**src/rtl/fifo_pkg.sv**
```systemverilog
// Shared sizing helpers and parameter checks for the single-clock FIFO.
package fifo_pkg;

  localparam int DEF_WIDTH = 32'sd8;
  localparam int DEF_DEPTH = 32'sd16;

  function automatic int addr_width(input int depth);
    return (depth > 32'sd1) ? $clog2(depth) : 32'sd1;
  endfunction

  function automatic int ptr_width(input int depth);
    return addr_width(depth) + 32'sd1;
  endfunction

  function automatic bit is_pow2(input int v);
    return (v >= 32'sd2) && ((v & (v - 32'sd1)) == 32'sd0);
  endfunction

  function automatic bit levels_ok(input int depth, input int af, input int ae);
    return (af >= 32'sd1) && (af <= depth) && (ae >= 32'sd0) && (ae <= depth - 32'sd1);
  endfunction

endpackage

```
**src/rtl/sync_fifo_if.sv**
```systemverilog
// Handshake, data and status bundle between the FIFO and its producer/consumer.
interface sync_fifo_if #(
  parameter int WIDTH = 8,
  parameter int DEPTH = 16
);
  localparam int CW = fifo_pkg::ptr_width(DEPTH);

  logic             flush;
  logic             wr_en;
  logic [WIDTH-1:0] wr_data;
  logic             rd_en;
  logic [WIDTH-1:0] rd_data;
  logic             rd_valid;
  logic             full_flag;
  logic             empty_flag;
  logic             almost_full;
  logic             almost_empty;
  logic [CW-1:0]    data_count;
  logic             overflow;
  logic             underflow;

  modport master (
    output flush, wr_en, wr_data, rd_en,
    input  rd_data, rd_valid, full_flag, empty_flag, almost_full, almost_empty,
           data_count, overflow, underflow
  );

  modport slave (
    input  flush, wr_en, wr_data, rd_en,
    output rd_data, rd_valid, full_flag, empty_flag, almost_full, almost_empty,
           data_count, overflow, underflow
  );
endinterface

```
**src/rtl/fifo_ram.sv**
```systemverilog
// Simple dual-port RAM with synchronous write and registered read; the array itself is never reset.
module fifo_ram import fifo_pkg::*; #(
  parameter int WIDTH = DEF_WIDTH,
  parameter int DEPTH = DEF_DEPTH,
  localparam int AW   = addr_width(DEPTH)
) (
  input  logic             clk,
  input  logic             rstn,
  input  logic             we,
  input  logic [AW-1:0]    waddr,
  input  logic [WIDTH-1:0] wdata,
  input  logic             re,
  input  logic [AW-1:0]    raddr,
  output logic [WIDTH-1:0] rdata
);

  logic [WIDTH-1:0] mem_q [DEPTH];
  logic [WIDTH-1:0] rdata_q;
  logic [WIDTH-1:0] rdata_d;

  // Storage array write port
  always_ff @(posedge clk) begin
    if (we) begin
      mem_q[waddr] <= wdata;
    end
  end

  // Read data holds unless a pop is performed
  always_comb begin
    rdata_d = re ? mem_q[raddr] : rdata_q;
  end

  // Output data register
  always_ff @(posedge clk or negedge rstn) begin
    if (!rstn) begin
      rdata_q <= {WIDTH{1'b0}};
    end else begin
      rdata_q <= rdata_d;
    end
  end

  assign rdata = rdata_q;

endmodule

```
**src/rtl/sync_fifo.sv**
```systemverilog
// Single-clock FIFO with occupancy count, programmable thresholds, synchronous flush
// and registered overflow/underflow pulses.
module sync_fifo import fifo_pkg::*; #(
  parameter int WIDTH    = DEF_WIDTH,
  parameter int DEPTH    = DEF_DEPTH,
  parameter int AF_LEVEL = DEPTH - 2,
  parameter int AE_LEVEL = 2
) (
  input logic        clk,
  input logic        rstn,
  sync_fifo_if.slave bus
);

  localparam int AW = addr_width(DEPTH);
  localparam int CW = ptr_width(DEPTH);

  typedef logic [AW:0]   ptr_t;
  typedef logic [CW-1:0] cnt_t;

  localparam ptr_t PTR_ONE = ptr_t'(32'd1);
  localparam cnt_t CNT_ONE = cnt_t'(32'd1);
  localparam cnt_t AF_C    = cnt_t'(AF_LEVEL);
  localparam cnt_t AE_C    = cnt_t'(AE_LEVEL);

  if (!is_pow2(DEPTH)) begin : g_bad_depth
    $error("sync_fifo: DEPTH must be a power of two and at least 2");
  end
  if (!levels_ok(DEPTH, AF_LEVEL, AE_LEVEL)) begin : g_bad_levels
    $error("sync_fifo: AF_LEVEL or AE_LEVEL out of range");
  end

  ptr_t wr_ptr_q, wr_ptr_d;
  ptr_t rd_ptr_q, rd_ptr_d;
  cnt_t count_q, count_d;
  logic full_q, full_d;
  logic empty_q, empty_d;
  logic af_q, af_d;
  logic ae_q, ae_d;
  logic rd_valid_q, rd_valid_d;
  logic ovf_q, ovf_d;
  logic udf_q, udf_d;
  logic acc_wr_s;
  logic acc_rd_s;

  // Acceptance, pointer/count update and post-update flag derivation
  always_comb begin
    acc_wr_s = bus.wr_en & ~full_q & ~bus.flush;
    acc_rd_s = bus.rd_en & ~empty_q & ~bus.flush;
    wr_ptr_d = wr_ptr_q;
    rd_ptr_d = rd_ptr_q;
    count_d  = count_q;

    if (bus.flush) begin
      wr_ptr_d = '0;
      rd_ptr_d = '0;
      count_d  = '0;
    end else begin
      wr_ptr_d = acc_wr_s ? (wr_ptr_q + PTR_ONE) : wr_ptr_q;
      rd_ptr_d = acc_rd_s ? (rd_ptr_q + PTR_ONE) : rd_ptr_q;
      case ({acc_wr_s, acc_rd_s})
        2'b10:   count_d = count_q + CNT_ONE;
        2'b01:   count_d = count_q - CNT_ONE;
        default: count_d = count_q;
      endcase
    end

    // Wrap bit distinguishes full from empty when the addresses coincide
    empty_d    = (wr_ptr_d == rd_ptr_d);
    full_d     = (wr_ptr_d[AW-1:0] == rd_ptr_d[AW-1:0]) && (wr_ptr_d[AW] != rd_ptr_d[AW]);
    af_d       = (count_d >= AF_C);
    ae_d       = (count_d <= AE_C);
    rd_valid_d = acc_rd_s;
    ovf_d      = bus.wr_en & full_q & ~bus.flush;
    udf_d      = bus.rd_en & empty_q & ~bus.flush;
  end

  // Pointer, count, flag and pulse registers
  always_ff @(posedge clk or negedge rstn) begin
    if (!rstn) begin
      wr_ptr_q   <= '0;
      rd_ptr_q   <= '0;
      count_q    <= '0;
      full_q     <= 1'b0;
      empty_q    <= 1'b1;
      af_q       <= 1'b0;
      ae_q       <= 1'b1;
      rd_valid_q <= 1'b0;
      ovf_q      <= 1'b0;
      udf_q      <= 1'b0;
    end else begin
      wr_ptr_q   <= wr_ptr_d;
      rd_ptr_q   <= rd_ptr_d;
      count_q    <= count_d;
      full_q     <= full_d;
      empty_q    <= empty_d;
      af_q       <= af_d;
      ae_q       <= ae_d;
      rd_valid_q <= rd_valid_d;
      ovf_q      <= ovf_d;
      udf_q      <= udf_d;
    end
  end

  fifo_ram #(
    .WIDTH (WIDTH),
    .DEPTH (DEPTH)
  ) u_ram (
    .clk   (clk),
    .rstn  (rstn),
    .we    (acc_wr_s),
    .waddr (wr_ptr_q[AW-1:0]),
    .wdata (bus.wr_data),
    .re    (acc_rd_s),
    .raddr (rd_ptr_q[AW-1:0]),
    .rdata (bus.rd_data)
  );

  assign bus.rd_valid     = rd_valid_q;
  assign bus.full_flag    = full_q;
  assign bus.empty_flag   = empty_q;
  assign bus.almost_full  = af_q;
  assign bus.almost_empty = ae_q;
  assign bus.data_count   = count_q;
  assign bus.overflow     = ovf_q;
  assign bus.underflow    = udf_q;

endmodule

```
**src/flat_wrapper.sv**
```systemverilog
// flat-port wrapper written by rule: the top's interface ports become plain ports
module sync_fifo_flat import fifo_pkg::*;
#(
  parameter int WIDTH    = DEF_WIDTH,
  parameter int DEPTH    = DEF_DEPTH,
  parameter int AF_LEVEL = DEPTH - 2,
  parameter int AE_LEVEL = 2
)
  (clk, rstn, bus_flush, bus_wr_en, bus_wr_data, bus_rd_en, bus_rd_data, bus_rd_valid, bus_full_flag, bus_empty_flag, bus_almost_full, bus_almost_empty, bus_data_count, bus_overflow, bus_underflow);
  sync_fifo_if #(.WIDTH(WIDTH), .DEPTH(DEPTH)) bus_i ();
  input logic clk;
  input logic rstn;
  input wire logic [$bits(bus_i.flush)-1:0] bus_flush;
  input wire logic [$bits(bus_i.wr_en)-1:0] bus_wr_en;
  input wire logic [$bits(bus_i.wr_data)-1:0] bus_wr_data;
  input wire logic [$bits(bus_i.rd_en)-1:0] bus_rd_en;
  output wire logic [$bits(bus_i.rd_data)-1:0] bus_rd_data;
  output wire logic [$bits(bus_i.rd_valid)-1:0] bus_rd_valid;
  output wire logic [$bits(bus_i.full_flag)-1:0] bus_full_flag;
  output wire logic [$bits(bus_i.empty_flag)-1:0] bus_empty_flag;
  output wire logic [$bits(bus_i.almost_full)-1:0] bus_almost_full;
  output wire logic [$bits(bus_i.almost_empty)-1:0] bus_almost_empty;
  output wire logic [$bits(bus_i.data_count)-1:0] bus_data_count;
  output wire logic [$bits(bus_i.overflow)-1:0] bus_overflow;
  output wire logic [$bits(bus_i.underflow)-1:0] bus_underflow;
  assign bus_i.flush = bus_flush;
  assign bus_i.wr_en = bus_wr_en;
  assign bus_i.wr_data = bus_wr_data;
  assign bus_i.rd_en = bus_rd_en;
  assign bus_rd_data = bus_i.rd_data;
  assign bus_rd_valid = bus_i.rd_valid;
  assign bus_full_flag = bus_i.full_flag;
  assign bus_empty_flag = bus_i.empty_flag;
  assign bus_almost_full = bus_i.almost_full;
  assign bus_almost_empty = bus_i.almost_empty;
  assign bus_data_count = bus_i.data_count;
  assign bus_overflow = bus_i.overflow;
  assign bus_underflow = bus_i.underflow;
  sync_fifo #(.WIDTH(WIDTH), .DEPTH(DEPTH), .AF_LEVEL(AF_LEVEL), .AE_LEVEL(AE_LEVEL)) u_core (.clk(clk), .rstn(rstn), .bus(bus_i));
endmodule
```
**config.mk**
```make
export PLATFORM = sky130hd
export DESIGN_NAME = sync_fifo_flat
export DESIGN_NICKNAME = d
export VERILOG_FILES = /design/src/rtl/fifo_pkg.sv /design/src/rtl/sync_fifo_if.sv /design/src/rtl/fifo_ram.sv /design/src/rtl/sync_fifo.sv /design/src/flat_wrapper.sv
export SDC_FILE = /design/constraint.sdc
export NUM_CORES = 1
export LEC_CHECK = 0
export ABC_AREA = 0
export BUFFER_PORTS_ARGS = -buffer_cell sky130_fd_sc_hd__buf_4
export CORE_MARGIN = 4
export CORE_UTILIZATION = 50
export CTS_CLUSTER_DIAMETER = 150
export CTS_CLUSTER_SIZE = 12
export DETAILED_ROUTE_END_ITERATION = 16
export PLACE_DENSITY = 0.64
export SLEW_MARGIN = 10
export SYNTH_ARGS = -nofsm -noshare
export SYNTH_HDL_FRONTEND = slang
export SYNTH_SLANG_ARGS = --single-unit
```
**constraint.sdc**
```tcl
create_clock -name clk -period 4.8 [get_ports clk]
set_input_delay 0.72 -clock clk [delete_from_list [all_inputs] [get_ports clk]]
set_output_delay 0.72 -clock clk [all_outputs]
set_load 0.005 [all_outputs]
```
==> results of run 1 <==
[report_power, final]
| group | internal, uW | leakage, uW | switching (uW) |
|---|---|---|---|
| clock | 814 | 0.000284 | 532 |
| combinational | 155 | 0.000768 | 148 |
| sequential | 1530 | 0.00155 | 49.0 |
[state kept, by name (all words and copies together) (netlist names)]
register,cells
u_core.u_ram.mem_q,128
u_core.u_ram.rdata,8
u_core.bus.data_count,5
u_core.rd_ptr_q,5
u_core.wr_ptr_q,5
u_core.bus.almost_empty,1
u_core.bus.almost_full,1
u_core.bus.empty_flag,1
u_core.bus.full_flag,1
u_core.bus.overflow,1
u_core.bus.rd_valid,1
u_core.bus.underflow,1
[stage by stage]
stage          setup WS, ns  power, uW
3_3_place_gp           1.69       1910
5_1_grt                1.71       3340
3_5_place_dp           1.60       1920
6_report               2.03       3230
4_1_cts                2.02       3250
2_1_floorplan          1.94       1780
[routing by layer]
metal	track usage [%]	share of wire [%]	wire (microns)	up-vias
li1	-	-	-	1631
met2	29.6	49	6410	84
met1	26.3	45	5870	1794
met3	4.10	4.2	552	16
met4	6.30	1.3	172	0
met5	0	0	0	-
[worst max-delay path, cell delays in order]
cell	delay [ns]
buf_4	0.19
nor3b_1	0.52
inv_1	0.10
ha_1	0.30
nor4b_1	0.51
nor4_1	0.10
a21oi_1	0.20
xnor2_1	0.14
o32ai_1	0.30
[how the worst min path moves through the flow]
stage	start	end	slack, ns	cells after the start
finish	rstn	u_core.bus.data_count[2]	0.22	1
global route	rstn	u_core.bus.data_count[2]	0.24	1
CTS	rstn	u_core.bus.almost_full	0.22	1
detailed placement	u_core.u_ram.rdata[5]	u_core.u_ram.rdata[5]	0.47	2
global placement	u_core.u_ram.rdata[5]	u_core.u_ram.rdata[5]	0.48	2
floorplan	rstn	u_core.bus.almost_full	0.42	0
[logic make-up after synthesis]
kind of cell	count (synthesis)
buf+inv	30
mux	58
compound gates	42
simple gates	95
xor+xnor	20
flops	158
fa+ha+maj	7
[layout by cell type (no fill, tap or decap), types with 2 or more instances in the layout]
| cell | Yosys | final |
|---|---|---|
| edfxtp_1 | 128 | 128 |
| mux2i_1 | 42 | 42 |
| buf_4 | 0 | 39 |
| nor2_1 | 38 | 38 |
| dfrtp_1 | 28 | 27 |
| nand2_1 | 23 | 23 |
| clkbuf_16 | 0 | 17 |
| mux4_2 | 16 | 16 |
| o21ai_0 | 14 | 14 |
| xnor2_1 | 11 | 11 |
| xor2_1 | 9 | 9 |
| nand3_1 | 7 | 7 |
| ha_1 | 7 | 7 |
| inv_1 | 6 | 6 |
| nor3_1 | 6 | 6 |
| a22oi_1 | 6 | 6 |
| o221a_2 | 6 | 6 |
| clkinv_2 | 1 | 4 |
| nor4b_1 | 4 | 4 |
| nand2b_1 | 3 | 3 |
| nor2b_1 | 3 | 3 |
| nand4_1 | 3 | 3 |
| clkinvlp_4 | 0 | 3 |
| bufinv_16 | 0 | 3 |
| clkinv_4 | 0 | 3 |
| a21oi_1 | 2 | 2 |
| nor3b_1 | 2 | 2 |
| a31oi_1 | 2 | 2 |
| a41o_1 | 2 | 2 |
| a221oi_1 | 2 | 2 |
| a211oi_1 | 2 | 2 |
| clkinv_1 | 0 | 2 |
| dfstp_2 | 2 | 2 |
[layout make-up]
type / instances / area, sq um
fill: 1013 / 5180
sequential: 158 / 4600
multi-input combinational: 222 / 1810
clock buffer: 17 / 425
timing repair buffer: 39 / 293
tap: 172 / 215
clock inverter: 15 / 170
inverter: 7 / 27.5
==> flow_summary.yaml, run 1 <==
outcome:
  status: "finished, final reports clean"
timing:
  finalCriticalPeriod_ns: 2.77
  slew-limit-headroom_pct: 34.3
  maxSlewViolCount: 0
  timing.setup.tns_ns: 0
  tightest_slew_ns: 0.985
  rsz0062_at_grt: "false"
  hold_viol: 0
  min_period_over_period_pct: 57.6
  setup_viol: 0
  whs_ns: 0.215
  finClkSkew_ns: 0.00933
  fmax_ghz: 0.361
floorplanning:
  fp-row-count: 41
  dieHeight_microns: 122
  start_util_pct: 51.3
  die_x_microns: 122
  die_area_sq_um: 15000
  io_pins: 33
  coreArea_sq_um: 12700
global_routing:
  grt_pass1_vias: 3519
  antenna_found_initial: 0
  grt_pass1_wl_mm: 20.3
  grt_use_total_pct: 18.8
  grt_max_degree: 35
  grt_remaining_overflow: 0
yosys:
  synthMuxAreaShare_pct: 12.0
  synth_nets: 430
  synthCells: 410
  synthFlopType: "edfxtp_1"
  synth.distinct_cells: 42
  synthArstFlopShare_pct: 19.0
  synth-seq-area-share_pct: 70.4
  synthSimpleGateAreaFrac_pct: 6.97
  synth.largest_area_cell: "edfxtp_1"
  synth.top_cells.by_area: "edfxtp_1, dfrtp_1, mux2i_1, mux4_2, nor2_1"
  ys_ff_latch: 158
  avgSynthCellArea_sq_um: 15.9
  synth_top_area_share_pct: 58.9
  yosys.area_share.adder_pct: 1.34
  yosys.area_share.xor_xnor_pct: 2.68
  synth_compound_area_share_pct: 4.75
  yosysWarningCount: 0
  syn_area_sq_um: 6530
  synth_edf_count: 128
  synth_top_family_by_area: "multiplexers"
  yosysMostFrequentCell: "edfxtp_1"
  ys_top_cells_by_count: "edfxtp_1, mux2i_1, nor2_1"
critical_path:
  worstPathArrival_ns: 3.09
  endpoint_kind: "register"
  timing.rr.end: "u_core.bus.almost_full"
  startpoint: "bus_flush"
  crit_required_ns: 5.12
  reg2reg_setup_slack_ns: 2.14
  crit_type: "in2reg"
  path_max_fanout: 23
  r2r-start: "u_core.bus.full_flag"
  cp-start-kind: "primary input"
  crit_path_end: "u_core.bus.almost_full"
  worst_r2r_path_depth: 8
cts:
  insertion_delay_ns: 0.42
  path_clk_slew_ns: 0.06
  cts-resized-gates: 0
  cts_made_buffers: 17
  post_cts_buffers: 0
  htreeDepth: 4
  ctsHoldBuffers: 0
  cts_buffer_depth: 2
  cts_tree: "built"
  cts.sinks: 158
  cts-root-buf: "clkbuf_16"
placed_design:
  gp_congestion: 0.781
  placed_cell_area_sq_um: 6940
  io_buffer_count: 32
  dp_hpwl_mm: 8.35
  dp_cells: 598
cells_and_area:
  drive_gt1_share_pct: 21.6
  areaGrowthSynthToFinish_pct: 15.4
  diodes: 0
  instances_no_fill: 630
  final_nets: 465
  final_area_sq_um: 7540
  fin_util_pct: 59.3
routing:
  drc: 0
  drt-wirelength-per-cell_microns: 20.6
  detail-route-antenna-nets: 0
  drt-initial-drc-count: 368
  drt_wl_total_mm: 13.0
  vias: 3525
  viasPerCell: 5.60
  first_pass_iters: 4
power:
  ir_drop_mv: 0.274
  leakagePower_uw: 0.00260
  pwr_density_cell_nw_per_um2: 429
worst_hold_path:
  hold_class: "in2async"
flow_run:
  cap_violations: 0
(Power assumes the default switching activity.)
==> run 2, diff against run 1 <==
Settings changed: PLACE_DENSITY 0.64 to 0.67.
Clock period 4.8 ns to 2.3 ns, I/O delays scaled along.
==> run 2 against run 1 <==
Net effect: the run now ends with setup timing left; core utilization increased by 2.5 points; via count increased by 3.7%; register-to-register slack worse by 2.2 ns; clock power rose by 100%; count of clock-buffer cells in the layout rose by 3; power increased by 110%; first-iteration DRC count decreased by 15%; highest routed layer unchanged.
==> flow_summary.yaml, run 2 (same netlist as run 1, synthesis figures left out) <==
cells_and_area:
  final_area_sq_um: 7860
  fillerInstances: 960
  multi_input_area_sq_um: 1860
  drive_gt1_share_pct: 28.0
  layout_common_cells: "edfxtp_1, buf_4, mux2i_1"
  final_common_cell: "edfxtp_1"
  final_nets: 500
  areaGrowthSynthToFinish_pct: 20.3
  diodes: 0
  largest_reg_flops: 128
  final-seq-area_sq_um: 4600
  regMostFlops: "u_core.u_ram.mem_q"
placed_design:
  dp_hpwl_mm: 8.50
  io_buffer_count: 32
  gp_congestion: 0.787
  placed_cell_area_sq_um: 7220
routing:
  drt-initial-drc-count: 313
  vias: 3655
  drt_wl_total_mm: 13.1
  drt-wirelength-per-cell_microns: 19.6
  drc: 0
  first_pass_iters: 4
  viasPerCell: 5.50
  detail-route-antenna-nets: 0
global_routing:
  antenna_found_initial: 0
  grt_pass1_wl_mm: 20.8
  grt_max_degree: 31
  grt_pass1_vias: 3788
  grt_use_total_pct: 19.2
  grt_remaining_overflow: 0
floorplanning:
  die_x_microns: 122
  dieHeight_microns: 122
  coreArea_sq_um: 12700
  start_util_pct: 51.3
  io_pins: 33
  fp-row-count: 41
  die_area_sq_um: 15000
timing:
  setup_viol: 2
  timing.setup.tns_ns: -0.125
  min_period_over_period_pct: 103
  whs_ns: 0.163
  fmax_ghz: 0.423
  layout_setup_ws_ns: -0.0641
  finalCriticalPeriod_ns: 2.36
  tightest_slew_ns: 0.687
  maxSlewViolCount: 0
  hold_viol: 0
  rsz0062_at_grt: "true"
  finClkSkew_ns: 0.00769
  slew-limit-headroom_pct: 54.2
critical_path:
  endpoint_kind: "register"
  worstPathArrival_ns: 2.66
  crit_required_ns: 2.59
  critPathBufInv: 3
  path_max_fanout: 20
  critPathTopFamily: "flip-flops"
  critPathMostFrequentCell: "buf_4"
  crit_type: "reg2reg"
  cpMaxStageDelayCell: "dfstp_2"
  cpPeakStageDelay_ns: 0.53
  crit_chain: "or3b_4 > buf_4 > inv_2 > ha_4 > buf_4 > nand2_1 > nor2_1 > nor4_1 > a21oi_1 > xnor2_1 > o32ai_2"
  cp-start-kind: "register"
power:
  ir_drop_mv: 0.692
  leakagePower_uw: 0.00278
  pwr_density_cell_nw_per_um2: 860
cts:
  insertion_delay_ns: 0.42
  cts_buffer_depth: 2
  cts_made_buffers: 17
  htreeDepth: 4
  cts-root-buf: "clkbuf_16"
  path_clk_slew_ns: 0.06
  cts.sinks: 158
  cts_tree: "built"
  post_cts_buffers: 0
outcome:
  violations: "setup timing"
  status: "complete, but fails checks"
worst_hold_path:
  hold_class: "in2reg"
flow_run:
  cap_violations: 0
## run 2: changes by cell type in the layout (fill, tap and decap cells not counted), sizes merged
cell	change
clkbuf	+3
clkinv	-2
inv	-1
buf	+34
dlygate4sd3	+1
## run 2: worst paths after layout
path	start	slack, ns	endpoint	cells past startpoint
worst min-delay path	bus_rd_en	0.16	u_core.bus.underflow	3
min in group asynchronous	rstn	0.38	u_core.bus.data_count[3]	2
worst min register to register	u_core.u_ram.rdata[1]	0.50	u_core.u_ram.rdata[1]	2
worst max-delay path	u_core.bus.empty_flag	-0.06	u_core.bus.almost_full	11
max in group asynchronous	rstn	1.60	u_core.bus.empty_flag	2
worst max register to register	u_core.bus.empty_flag	-0.06	u_core.bus.almost_full	11
## run 2: area by class of cell
class	count	share of cell area (%)
flip-flops and latches	158	58.5
multi-input cells	222	23.7
inverters	7	0.350
well taps	172	2.74
clock inverters	12	1.85
clock buffers	20	5.56
repair buffers	74	7.26
## run 2: worst register-to-register path: cells and delay by family (launching register included)
| family | cells | cell delay [ns] |
|---|---|---|
| DFF | 1 | 0.53 |
| and+or+nand+nor | 4 | 0.53 |
| buffers and inverters | 3 | 0.43 |
| xor gates and xnor gates | 1 | 0.30 |
| AOI/OAI and AO/OA | 2 | 0.28 |
| adders and majority gates | 1 | 0.16 |
## run 2: timing repair
item                                    in CTS  in global routing
endpoints found under the setup margin       2                  5
gates resized for setup                      2                  4
hold buffers                                 1                  0
pin swaps                                    1                  3
hold endpoints to repair                    28                  0
## run 2: power by group
| part | leakage [uW] | internal [uW] | total (uW) | switching (uW) |
|---|---|---|---|---|
| clock | 0.000277 | 1690 | 2760 | 1070 |
| combinational | 0.000953 | 369 | 721 | 352 |
| sequential | 0.00155 | 3200 | 3280 | 75.0 |
## run 2: stage by stage
step / setup slack [ns] / power, uW / cells / utilization, %
after global routing: -0.135 / 7030 / 665 / 61.7
final: -0.0641 / 6760 / 665 / 61.7
after floorplan: -0.0462 / 3720 / 410 / -
after CTS: -0.0533 / 6800 / 665 / 61.6
after detailed placement: -0.206 / 4050 / 632 / 56.8
after global placement: -0.154 / 4030 / 632 / 56.8
## run 2: metal layers
metal | global-route usage (%) | up-vias | wire [microns]
met4 | 8.05 | 0 | 314
met3 | 5.35 | 22 | 557
met1 | 26.2 | 1849 | 5940
met5 | 0 | - | 0
li1 | - | 1703 | -
met2 | 29.4 | 81 | 6240
